<file path="config.mk">
export PLATFORM = sky130hd
export DESIGN_NAME = pc_sequencer
export DESIGN_NICKNAME = d
export VERILOG_FILES = /design/src/rtl/pc_seq_pkg.sv /design/src/rtl/pc_next_mux.sv /design/src/rtl/pc_sequencer.sv
export SDC_FILE = /design/constraint.sdc
export NUM_CORES = 1
export LEC_CHECK = 0
export CORE_MARGIN = 2
export CORE_UTILIZATION = 43
export DETAILED_ROUTE_END_ITERATION = 16
export HOLD_SLACK_MARGIN = 0.12
export PLACE_DENSITY = 0.75
export SYNTH_ARGS = -nofsm -noshare
export SYNTH_HDL_FRONTEND = slang
export SYNTH_SLANG_ARGS = --single-unit
</file>
<file path="constraint.sdc">
create_clock -name clk -period 2.3 [get_ports clk]
set_input_delay 0.345 -clock clk [delete_from_list [all_inputs] [get_ports clk]]
set_output_delay 0.345 -clock clk [all_outputs]
set_load 0.05 [all_outputs]
</file>
<file path="src/rtl/pc_seq_pkg.sv">
// Shared types and defaults for the fetch program-counter sequencer.
package pc_seq_pkg;

   typedef enum logic [1:0] {
      StBoot = 2'd0,
      StRun  = 2'd1,
      StHalt = 2'd2,
      StTrap = 2'd3
   } pc_seq_state_e;

   localparam int unsigned PC_WIDTH_DEF = 11;
   localparam logic [PC_WIDTH_DEF-1:0] RESET_VECTOR_DEF = '0;
   localparam logic [PC_WIDTH_DEF-1:0] PC_MAX = '1;

endpackage

</file>
<file path="src/rtl/pc_next_mux.sv">
// Next-PC priority select: branch, then jump, then stall hold, else increment.
module pc_next_mux #(
   parameter int unsigned PC_WIDTH = 11
) (
   input  logic [PC_WIDTH-1:0] pc,
   input  logic                stall,
   input  logic                branch_taken,
   input  logic [PC_WIDTH-1:0] branch_target,
   input  logic                jump,
   input  logic [PC_WIDTH-1:0] jump_target,
   output logic [PC_WIDTH-1:0] next_pc,
   output logic                redirect
);

   always_comb begin
      next_pc  = pc + PC_WIDTH'(1);
      redirect = 1'b0;
      // The branch is older than the jump in ID, so it wins.
      if (branch_taken) begin
         next_pc  = branch_target;
         redirect = 1'b1;
      end else if (jump) begin
         next_pc  = jump_target;
         redirect = 1'b1;
      end else if (stall) begin
         next_pc = pc;
      end
   end

endmodule

</file>
<file path="src/rtl/pc_sequencer.sv">
// Fetch PC sequencer: BOOT/RUN/HALT FSM with registered fetch address and flush.
// PC_WRAP_TRAP_EN: trap on PC overflow instead of wrapping to zero.
module pc_sequencer
   import pc_seq_pkg::*;
#(
   parameter int unsigned          PC_WIDTH     = PC_WIDTH_DEF,
   parameter logic [PC_WIDTH-1:0]  RESET_VECTOR = PC_WIDTH'(RESET_VECTOR_DEF)
) (
   input  logic                clk,
   input  logic                rst,
   input  logic                stall,
   input  logic                branch_taken,
   input  logic [PC_WIDTH-1:0] branch_target,
   input  logic                jump,
   input  logic [PC_WIDTH-1:0] jump_target,
   input  logic                halt_req,
   input  logic                resume,
   output logic [PC_WIDTH-1:0] pc_address,
   output logic                pc_valid,
   output logic                flush,
   output logic                halted,
   output logic                wrap_err
);

   pc_seq_state_e       state_q, state_d;
   logic [PC_WIDTH-1:0] pc_q, pc_d;
   logic [PC_WIDTH-1:0] mux_pc;
   logic                redirect;
   logic                flush_q, flush_d;
   logic                valid_q, halted_q;

   pc_next_mux #(
      .PC_WIDTH(PC_WIDTH)
   ) u_next_mux (
      .pc           (pc_q),
      .stall        (stall),
      .branch_taken (branch_taken),
      .branch_target(branch_target),
      .jump         (jump),
      .jump_target  (jump_target),
      .next_pc      (mux_pc),
      .redirect     (redirect)
   );

   always_comb begin
      state_d = state_q;
      pc_d    = pc_q;
      flush_d = 1'b0;
      case (state_q)
         StBoot: state_d = StRun;
         StRun: begin
            if (halt_req) begin
               // Park on the redirect target if there is one, never increment.
               state_d = StHalt;
               if (redirect) begin
                  pc_d    = mux_pc;
                  flush_d = 1'b1;
               end
            end else begin
               pc_d    = mux_pc;
               flush_d = redirect;
`ifdef PC_WRAP_TRAP_EN
               if (!redirect && !stall && (pc_q == {PC_WIDTH{1'b1}})) begin
                  state_d = StTrap;
                  pc_d    = pc_q;
               end
`endif
            end
         end
         StHalt: begin
            if (redirect) begin
               pc_d    = mux_pc;
               flush_d = 1'b1;
            end
            if (resume && !halt_req) begin
               state_d = StRun;
            end
         end
`ifdef PC_WRAP_TRAP_EN
         StTrap: state_d = StTrap;
`endif
         default: state_d = StBoot;
      endcase
   end

   always_ff @(posedge clk) begin
      if (rst) begin
         state_q  <= StBoot;
         pc_q     <= RESET_VECTOR;
         flush_q  <= 1'b0;
         valid_q  <= 1'b0;
         halted_q <= 1'b0;
      end else begin
         state_q  <= state_d;
         pc_q     <= pc_d;
         flush_q  <= flush_d;
         valid_q  <= (state_d == StRun);
         halted_q <= (state_d == StHalt);
      end
   end

`ifdef PC_WRAP_TRAP_EN
   logic wrap_q;

   always_ff @(posedge clk) begin
      if (rst) begin
         wrap_q <= 1'b0;
      end else begin
         wrap_q <= (state_d == StTrap);
      end
   end

   assign wrap_err = wrap_q;
`else
   assign wrap_err = 1'b0;
`endif

   assign pc_address = pc_q;
   assign pc_valid   = valid_q;
   assign flush      = flush_q;
   assign halted     = halted_q;

endmodule

</file>
==> results.toml <==
[outcome]
status = "finished, final reports clean"

[routing]
vias = 1273
dr.first_iter.drc_count = 40
remaining_drc_errors = 0
vias_per_cell = 6.03
wire_per_inst_um = 15.6
ant_nets = 0
dr.pass1.iters = 4
routed_wirelength_mm = 3.28

[clocking]
path_clk_slew_ns = 0.11
cts_setup_buffers = 0
cts_hold_buf = 0
cts_resized = 0
cts_made_buffers = 3
ctsRootBufferMaster = "clkbuf_4"
numClockSinks = 16
cts_tree = "done"
clk_latency_ns = 0.31
cts_buffer_depth = 2
cts_max_level = 1

[final_layout]
fillers = 217
area.sequential_um2 = 320
multi_input_area_um2 = 733
layout-drive-gt1-share_pct = 7.18
antenna_cells = 0
final_nets = 216
syn2layout_area_growth_pct = 40.3
fin_util_pct = 64.3

[hold_path]
holdPathStages = 1
hold_path.class = "register to register"

[logic_synthesis]
synthCells = 142
yosysSeqAreaShare_pct = 27.9
syn_nets = 176
netlist_area_um2 = 1150
synth.avg_cell_area_um2 = 8.07
synth_cell_types = 50
ys_ff_latch = 16
synth_warnings = 0
yosys-top-cells-area = "dfxtp_1 28%, a21oi_1 7.4%, ha_1 5.5%"
yosysTopAreaCell = "dfxtp_1"
netlist.area_leader.share_pct = 27.9

[global_route]
grt_max_degree = 24
grt_pass1_wl_mm = 5.55
grtUsageTotal_pct = 21.9
antenna_found_initial = 0
grt_pass1_vias = 1203
overflow = 0

[floorplan]
core_um2 = 2500
die_area_um2 = 3090
die_x_um = 55.6
num_rows = 18
io_pins = 44
start_util_pct = 45.8
die_h_um = 55.6

[power_and_ir_drop]
max-vdd-ir-drop_mv = 0.485
leakagePower_nw = 0.578
power_mw = 0.928
powerDensity_nw_per_um2 = 577

[sta]
finalWorstSetupSlack_ns = 0.287
clock.fmax_mhz = 497
relSlewSlack_pct = 66.1
fin_crit_ns = 2.01
fin_crit_sh_pct = 87.5
setup_viol = 0
drv_slew = 0
rsz0062_at_grt = "no"
skew_ns = 0.0120
tightest_slew_ns = 0.507
final.setup.tns_ns = 0
final_hold_viol_count = 0

[critical_path]
worstSetupEndpointType = "primary output"
cp_num_cells = 1
reg2reg_depth = 5
critical-path-max-stage-delay_ns = 0.86
worstPathArrival_ns = 1.67
crit_type = "register to primary output"
path_max_fanout = 6
crit_buf_inv = 1
cp.required_ns = 1.96
path_delay_family = "buffers and inverters"
path_cells = "clkdlybuf4s50_1"
cpMaxStageDelayCell = "clkdlybuf4s50_1"
critPathLaunchType = "register"

[place]
place_congestion = 0.863
dp_slack_ns = 0.332
hpwl_mm = 2.46
io_buffers = 42

[job]
maxCapViolCount = 0
## layer usage
layer | global-route usage [%] | routed length, um | vias up
met2 | 36.1 | 1570 | 57
met4 | 4.18 | 28 | 0
met3 | 4.88 | 242 | 6
li1 | - | - | 614
met1 | 29.4 | 1440 | 596
met5 | 0 | 0 | -
## cell usage after synthesis (all sizes together)
| library cell | instances |
|---|---|
| buf | 7 |
| clkbuf | 5 |
| nor2 | 9 |
| nand3b | 1 |
| o2bb2ai | 1 |
| a32oi | 4 |
| or3 | 2 |
| xnor2 | 2 |
| nor2b | 5 |
| nand2 | 3 |
| o311ai | 2 |
| ha | 5 |
| o41ai | 1 |
| nor3 | 5 |
| nand4 | 3 |
| or2b | 1 |
| o32a | 1 |
| a22oi | 1 |
| o31a | 1 |
| o22ai | 3 |
| o21a | 2 |
| nor3b | 1 |
| and2 | 1 |
| nand3 | 2 |
| nor4 | 2 |
| o311a | 1 |
| or3b | 1 |
| a221o | 1 |
| a21oi | 17 |
| a211oi | 3 |
| o211ai | 2 |
| o31ai | 2 |
| a31oi | 1 |
| conb | 1 |
| nand4b | 2 |
| o21ai | 8 |
| inv | 6 |
| dfxtp | 16 |
| o32ai | 2 |
| nand2b | 6 |
| nor4b | 1 |
| or2 | 1 |
| and3b | 1 |
## area by class of cell
cell class	count	area share, %
Tap cell	30	2.33
Timing Repair Buffer	47	28.5
Sequential cell	16	19.9
Clock buffer	4	2.26
Inverter	6	1.40
Multi-Input combinational cell	108	45.6
## cell usage in the layout (no fill, tap or decap), types with 4 or more instances in the layout
cell,count
nor2b_1,5
nor2_1,8
a32oi_1,4
a21oi_1,17
ha_1,5
nand2b_1,6
nor3_1,5
inv_1,5
buf_4,5
dfxtp_1,16
o21ai_0,5
clkdlybuf4s50_1,42
## sequential cells by signal (all words and copies together), names as in the netlist
| register | cells |
|---|---|
| pc_valid | 1 |
| state_q | 2 |
| flush | 1 |
| pc_address | 11 |
| halted | 1 |
## kinds of logic (layout without fill, tap and decap cells)
kind of cell    after synthesis  count (layout)  share of synthesized area (%)
compound gates               53              53                           31.7
xor+xnor                      2               2                           1.53
fa+ha+maj                     5               5                           5.46
buf+inv                      18              57                           8.08
flops                        16              16                           27.9
other cells                   1               1                          0.327
simple gates                 47              47                           25.0
## path summary, 6_finish.rpt
check / to / slack [ns] / startpoint
max: pc_address[0] / 0.29 / pc_address[0]
min: pc_address[9] / 0.52 / pc_address[9]
max reg2reg: pc_address[10] / 0.43 / state_q[0]
min reg2reg: pc_address[9] / 0.52 / pc_address[9]
## power breakdown
part / internal, mW / switching [mW]
logic: 0.161 / 0.217
clock network: 0.0967 / 0.106
registers: 0.307 / 0.0404
## stage by stage
stage | std cells | instance area, um^2 | hold WS (ns)
finish | 211 | 1610 | 0.518
global route | 211 | 1610 | 0.544
CTS | 211 | 1610 | 0.524
detailed placement | 207 | 1570 | 0.510
global placement | 207 | 1570 | 0.491
floorplan | 142 | 1150 | 0.556
No activity file was read; power rests on OpenSTA's default activity.
